## config.mk

```make
export PLATFORM = sky130hd
export DESIGN_NAME = stream_arb_mux2
export DESIGN_NICKNAME = d
export VERILOG_FILES = /design/src/rtl/stream_pkg.sv /design/src/rtl/rr_arb2.sv /design/src/rtl/stream_arb_mux2.sv
export SDC_FILE = /design/constraint.sdc
export NUM_CORES = 1
export LEC_CHECK = 0
export ABC_AREA = 1
export BUFFER_PORTS_ARGS = -buffer_cell sky130_fd_sc_hd__buf_2
export CORE_MARGIN = 4
export CORE_UTILIZATION = 37
export CTS_BUF_LIST = sky130_fd_sc_hd__clkbuf_4 sky130_fd_sc_hd__clkbuf_8 sky130_fd_sc_hd__clkbuf_16
export DETAILED_ROUTE_END_ITERATION = 16
export PLACE_DENSITY = 0.72
export SLEW_MARGIN = 0
export SYNTH_ARGS = -nofsm -noshare
export SYNTH_HDL_FRONTEND = slang
export SYNTH_SLANG_ARGS = --single-unit
```

## constraint.sdc

```tcl
create_clock -name clk -period 0.9 [get_ports clk]
set_input_delay 0.045 -clock clk [delete_from_list [all_inputs] [get_ports clk]]
set_output_delay 0.045 -clock clk [all_outputs]
set_load 0.01 [all_outputs]
```

## src/rtl/stream_pkg.sv

```systemverilog
// ============================================================================
// stream_pkg : shared constants and state encodings for stream_arb_mux2
// Rev 1.0
// ============================================================================
`default_nettype none

package stream_pkg;
  localparam int DEFAULT_WIDTH = 8;

  localparam logic SRC_I0 = 1'b0;
  localparam logic SRC_I1 = 1'b1;

  typedef enum logic {
    PRIO0 = 1'b0,
    PRIO1 = 1'b1
  } prio_e;
endpackage

`default_nettype wire

```

## src/rtl/rr_arb2.sv

```systemverilog
// ============================================================================
// rr_arb2 : combinational two-way round-robin grant with optional source lock
// Rev 1.0
// ============================================================================
`default_nettype none

module rr_arb2
  import stream_pkg::*;
(
  input  logic req0_i,
  input  logic req1_i,
  input  logic prio_i,
  input  logic lock_i,
  input  logic lock_src_i,
  output logic gnt_valid_o,
  output logic gnt_idx_o
);

  always_comb begin
    gnt_valid_o = 1'b0;
    gnt_idx_o   = SRC_I0;
    if (lock_i) begin
      // A locked source owns the channel; the other side waits even with priority.
      gnt_idx_o   = lock_src_i;
      gnt_valid_o = (lock_src_i == SRC_I1) ? req1_i : req0_i;
    end else if (req0_i && req1_i) begin
      gnt_valid_o = 1'b1;
      gnt_idx_o   = prio_i;
    end else if (req0_i) begin
      gnt_valid_o = 1'b1;
      gnt_idx_o   = SRC_I0;
    end else if (req1_i) begin
      gnt_valid_o = 1'b1;
      gnt_idx_o   = SRC_I1;
    end
  end

endmodule

`default_nettype wire

```

## src/rtl/stream_arb_mux2.sv

```systemverilog
// ============================================================================
// stream_arb_mux2 : two-input round-robin stream merger, registered output
// Optional packet lock (i0_last/i1_last) enabled by macro ARB_LOCK_EN
// Rev 1.0
// ============================================================================
`default_nettype none

module stream_arb_mux2
  import stream_pkg::*;
#(
  parameter int WIDTH = DEFAULT_WIDTH
) (
  input  logic             clk,
  input  logic             rst,
`ifdef ARB_LOCK_EN
  input  logic             i0_last,
  input  logic             i1_last,
`endif
  input  logic             i0_valid,
  input  logic [WIDTH-1:0] i0_data,
  output logic             i0_ready,
  input  logic             i1_valid,
  input  logic [WIDTH-1:0] i1_data,
  output logic             i1_ready,
  output logic             y_valid,
  output logic [WIDTH-1:0] y_data,
  input  logic             y_ready,
  output logic             s0
);

  logic             y_valid_q, y_valid_d;
  logic [WIDTH-1:0] y_data_q, y_data_d;
  logic             s0_q, s0_d;
  prio_e            prio_q, prio_d;

  logic             load;
  logic             accept;
  logic             gnt_valid;
  logic             gnt_idx;
  logic             lock;
  logic             lock_src;

`ifdef ARB_LOCK_EN
  logic lock_q, lock_d;
  logic lock_src_q, lock_src_d;
  logic sel_last;

  assign lock     = lock_q;
  assign lock_src = lock_src_q;
  assign sel_last = (gnt_idx == SRC_I1) ? i1_last : i0_last;
`else
  assign lock     = 1'b0;
  assign lock_src = SRC_I0;
`endif

  rr_arb2 u_arb (
    .req0_i      (i0_valid),
    .req1_i      (i1_valid),
    .prio_i      (prio_q),
    .lock_i      (lock),
    .lock_src_i  (lock_src),
    .gnt_valid_o (gnt_valid),
    .gnt_idx_o   (gnt_idx)
  );

  // Slot is free or draining this cycle; readies never look at y_data.
  assign load     = ~y_valid_q | y_ready;
  assign accept   = load & gnt_valid;
  assign i0_ready = load & gnt_valid & (gnt_idx == SRC_I0);
  assign i1_ready = load & gnt_valid & (gnt_idx == SRC_I1);

  always_comb begin
    y_valid_d = y_valid_q;
    y_data_d  = y_data_q;
    s0_d      = s0_q;
    prio_d    = prio_q;
`ifdef ARB_LOCK_EN
    lock_d     = lock_q;
    lock_src_d = lock_src_q;
`endif
    if (load) begin
      if (accept) begin
        y_valid_d = 1'b1;
        y_data_d  = (gnt_idx == SRC_I1) ? i1_data : i0_data;
        s0_d      = gnt_idx;
        prio_d    = (gnt_idx == SRC_I0) ? PRIO1 : PRIO0;
`ifdef ARB_LOCK_EN
        lock_d     = ~sel_last;
        lock_src_d = gnt_idx;
`endif
      end else begin
        y_valid_d = 1'b0;
      end
    end
  end

  always_ff @(posedge clk) begin
    if (rst) begin
      y_valid_q <= 1'b0;
      y_data_q  <= '0;
      s0_q      <= SRC_I0;
      prio_q    <= PRIO0;
`ifdef ARB_LOCK_EN
      lock_q     <= 1'b0;
      lock_src_q <= SRC_I0;
`endif
    end else begin
      y_valid_q <= y_valid_d;
      y_data_q  <= y_data_d;
      s0_q      <= s0_d;
      prio_q    <= prio_d;
`ifdef ARB_LOCK_EN
      lock_q     <= lock_d;
      lock_src_q <= lock_src_d;
`endif
    end
  end

  assign y_valid = y_valid_q;
  assign y_data  = y_data_q;
  assign s0      = s0_q;

endmodule

`default_nettype wire

```

# Yosys cells after proc, flatten, opt, wreduce, memory -nomap -nowiden
# Index checks and enable logic that the tools add are counted.
dict set report totals {
  in_bits 21
  out_inout_bits 12
  ff_bits 11
  word_cells 20
}
dict set report classes {
  reduce_logical 2
  mux 8
  bitwise 6
}
# cell count
set op_table {}
lappend op_table {{$mux W8} 1}
lappend op_table {{$mux W1} 7}
lappend op_table {{$and A1 B1 Y1} 3}
lappend op_table {{$not A1 Y1} 2}
lappend op_table {{$reduce_and A2 Y1} 1}
lappend op_table {{$logic_and A1 B1 Y1} 1}
lappend op_table {{$or A1 B1 Y1} 1}

# Longest topological paths before layout
dict set report depth {
  word_depth 5
  ltp_mapped 7
  mapped_depth_nobuf 7
}

# Cells and area by module
# From an unflattened synthesis, not the netlist that was laid out.
dict set report hier_totals {
  cells_unflattened 107
  hier_area_um2 618.1
}
# module area_per_inst_um2 cells_per_inst seq_area_each_um2 n_inst
set modules_own_cells {}
lappend modules_own_cells {stream_arb_mux2 573.0 95 220.2 1}
lappend modules_own_cells {rr_arb2 45.0 12 0.0 1}

# Worst setup path after synthesis
# No wires, ideal clock.
dict set report synth_timing {
  path_kind {register to register}
  start {register y_valid_q, in the netlist y_valid}
  end {register y_data_q[0], in the netlist y_data[0]}
  path_stages_with_launch 6
  path_buffers 1
  t_arrival_ns 0.872
  required_ns 0.834
  path_slack_ns -0.038
  period_less_slack_ns 0.938
  setup_ns 0.066
  path_cell_list {dfxtp_1 > nand2_1 > o21ai_2 > buf_6 > nand2_1 > a21oi_2}
}
dict set report synth_between {
  elab_chain_len 4
}
# item line
set synth_rtl {}
lappend synth_rtl {{start: declaration} stream_arb_mux2.sv:31} ;# logic y_valid_q, y_valid_d;
lappend synth_rtl {{start signal: assignment} stream_arb_mux2.sv:108} ;# y_valid_q <= y_valid_d;
lappend synth_rtl {{$not A1 Y1 (*)} stream_arb_mux2.sv:67} ;# assign load = ~y_valid_q | y_ready;
lappend synth_rtl {{$or A1 B1 Y1 (*)} stream_arb_mux2.sv:67}
lappend synth_rtl {{$and A1 B1 Y1} stream_arb_mux2.sv:68} ;# assign accept = load & gnt_valid;
lappend synth_rtl {{$reduce_and A2 Y1 (no source line) (*)} --}
lappend synth_rtl {{end signal: assignment} stream_arb_mux2.sv:109} ;# y_data_q <= y_data_d;
lappend synth_rtl {{end: declaration} stream_arb_mux2.sv:32} ;# logic [WIDTH-1:0] y_data_q, y_data_d;
# Every way passes the cells marked *; elsewhere a longest branch is shown, timed or not.
# A chain may end at the register's enable or synchronous reset.

# Worst setup path in the final report
dict set report layout_timing {
  start {register prio_q}
  end {output i0_ready}
}
dict set report layout_between {
  elab_chain_len 3
}
# item line
set layout_rtl {}
lappend layout_rtl {{start: declaration} stream_arb_mux2.sv:34} ;# prio_e prio_q, prio_d;
lappend layout_rtl {{start signal: assignment} stream_arb_mux2.sv:111} ;# prio_q <= prio_d;
lappend layout_rtl {{$mux W1} rr_arb2.sv:26} ;# end else if (req0_i && req1_i) begin
lappend layout_rtl {{$not A1 Y1} --}
lappend layout_rtl {{$and A1 B1 Y1} stream_arb_mux2.sv:69} ;# assign i0_ready = load & gnt_valid & (gnt_idx == SRC_I0);
lappend layout_rtl {{end: declaration} stream_arb_mux2.sv:21} ;# output logic i0_ready,
# Every way passes these cells.

==> metrics.txt <==
status=finished, violations left; failing checks=negative setup slack; final core occ=64.3%; Detailed Routing Iterations Pass 1=4; total number of vias=~640; # setup viols final=12; peak supply drop=a little over 0.8 mV; Reg clk slew, reported paths=0.08 ns; Yosys cell types=12; WL per Instance=approximately 12 um; worst slew pin tran=approximately 0.30 ns; I/O Buffers=32; register area=223 um2; Gate Count Post-Synth=between 70 and 80; share of cells above drive strength 1=57.4%; syn avg cell area=7.22 um2; initial DRC count=5; TritonCTS Buffers=3; Crit. End Element=primary output; first-pass GRT wire length=between 2000 and 3000 um; unrepaired setup endpoints after global routing=yes; FF+latch count, synth=11; H-Tree Level Count=1; Area growth syn-to-layout=56.0%; Site Rows=13; vias in the first global route=between 500 and 600; Worst Path Required=around 0.85 ns; GR Overflow Total=0; initial antenna violation count=0; hold_buf cts=0; CTS Sinks=11; CTS tree=done; diodes inserted=0; Reg2Reg Setup Slack=-0.15 ns; R2R depth=8; reg-to-reg endpoint=y_data[1]$_SDFFE_PP0P_; Routed Antenna Nets=0; Warnings, synthesis=0; largest net degree at the start of global routing=12; DRC=0; gpl congestion=roughly 0.76; DP HPWL=approximately 1100 um; maximum operating frequency=0.935 GHz; # fillers=~120; die area=approximately 0.0022 mm2; sequential area share after synthesis=between 30% and 40%; hold-critical path endpoint=y_data[2]$_SDFFE_PP0P_; Core Footprint=approximately 0.0014 mm2; Setup crit start=prio_q$_SDFFE_PP0P_; Slew Viols, Final=0; Slew Limit Headroom=roughly 80%; via density per instance=about 4.7; clk_skew=0.00678 ns; Mapped Nets=between 90 and 100; commonest non-fill, non-tap cell in the layout=nand2_1; r2r startpoint=prio_q$_SDFFE_PP0P_; worst hold stages=5; final hold violation count=0; CTS max path bufs=2; path type of the worst min-delay path=in -> reg; Skew-Pair Late Insertion Delay=roughly 0.26 ns; WS Path Type=reg -> out; Max Cap Viol=0; clk root buf=clkbuf_4; post-route minimum period=around 1.1 ns; footprint of the multi-input gates=329 um2; most frequent cells in the layout=32 x nand2_1, 30 x buf_2, 10 x buf_4; DIE HEIGHT=around 47 um; PnR worst setup slack=-0.169 ns; nets=around 140; Initial Utilization=between 40 and 50%; Worst EP arrival=1.02 ns; synthesized area=~560 um2; Cell Pwr Density=approximately 1500 mW/mm2; I/O pin count=33; Final Power=approximately 1300 uW; crit path launch type=flip-flop; All-Layer GR Usage=between 10% and 20%; Total Wirelength=about 1600 um; Final period util=119%; hold path startpoint=i0_data[2]; Chip Width=roughly 47 um; Worst Path Max Fanout=4; LEAKAGE=0.000466 uW
-- cells by family (layout without fill, tap and decap cells) --
logic type             after synthesis  after routing  synth area share [%]
and+or+nand+nor                     47             47                  36.4
AOI/OAI and AO/OA                   12             12                  17.3
DFF                                 11             11                  39.1
buffers and inverters                8             52                  7.11
-- final cells by class --
cell class,count,area share (%)
inverters,5,2.14
well taps,15,2.14
clock buffers,4,3.42
flip-flops and latches,11,25.4
multi-input cells,59,37.5
repair buffers,43,29.5
-- synthesized netlist by cell type --
library cell  count  area, um2
o21ai_2           1       8.76
nand2_2           1       6.26
a21oi_1           2       10.0
a21oi_2           9       78.8
dfxtp_1          11        220
buf_2             2       10.0
inv_2             1       3.75
nand2_1          35        131
nand3_1           9       45.0
nand2_4           2       22.5
buf_6             1       11.3
inv_1             4       15.0
-- critical path: stages, from the launching register on --
cell	delay, ns
dfxtp_2	0.34
inv_2	0.04
nand2_4	0.10
nand2_8	0.06
nand2_4	0.07
inv_2	0.03
buf_6	0.11
-- state kept, by name, indices dropped and copies added (netlist names) --
signal	cells
y_data	8
prio_q	1
s0	1
y_valid	1
-- timing repair --
action,4_1_cts,5_1_grt
buffers inserted,5,2
pin swaps,5,3
resized for setup,10,3
endpoints found under the setup margin,12,13
-- routing by layer --
| metal | wire length, um | GRT usage (%) | vias to the layer above |
|---|---|---|---|
| li1 | - | - | 339 |
| met5 | 0 | 0 | - |
| met4 | 27 | 11.6 | 0 |
| met2 | 740 | 26.3 | 22 |
| met1 | 700 | 18.9 | 281 |
| met3 | 120 | 4.98 | 2 |
-- through the flow --
| stage | area (um2) | setup TNS, ns | hold WS, ns | std cells | worst slack, ns |
|---|---|---|---|---|---|
| 3_5_place_dp | 752 | -0.660 | 0.392 | 126 | -0.0846 |
| 3_3_place_gp | 752 | -0.361 | 0.393 | 126 | -0.0487 |
| 4_1_cts | 855 | -1.30 | 0.105 | 135 | -0.166 |
| 6_report | 878 | -1.36 | 0.119 | 137 | -0.169 |
| 2_1_floorplan | 564 | 0 | 0.107 | 78 | 0.000689 |
| 5_1_grt | 878 | -2.03 | 0.114 | 137 | -0.227 |
-- how the worst max path moves through the flow --
| stage | slack, ns | end | cells past startpoint |
|---|---|---|---|
| finish | -0.17 | i0_ready | 6 |
| global route | -0.23 | i0_ready | 6 |
| CTS | -0.17 | i0_ready | 6 |
| detailed placement | -0.08 | y_data[5]$_SDFFE_PP0P_ | 7 |
| global placement | -0.05 | y_data[0]$_SDFFE_PP0P_ | 7 |
| floorplan | 0.0007 | y_data[0]$_SDFFE_PP0P_ | 5 |
-- power by group --
part | switching, uW | internal [uW] | total [uW]
logic | 208 | 186 | 394
registers | 20.0 | 528 | 549
clock network | 164 | 201 | 365
total | 392 | 916 | 1310
Note: power is estimated with default switching activity, not from simulation.
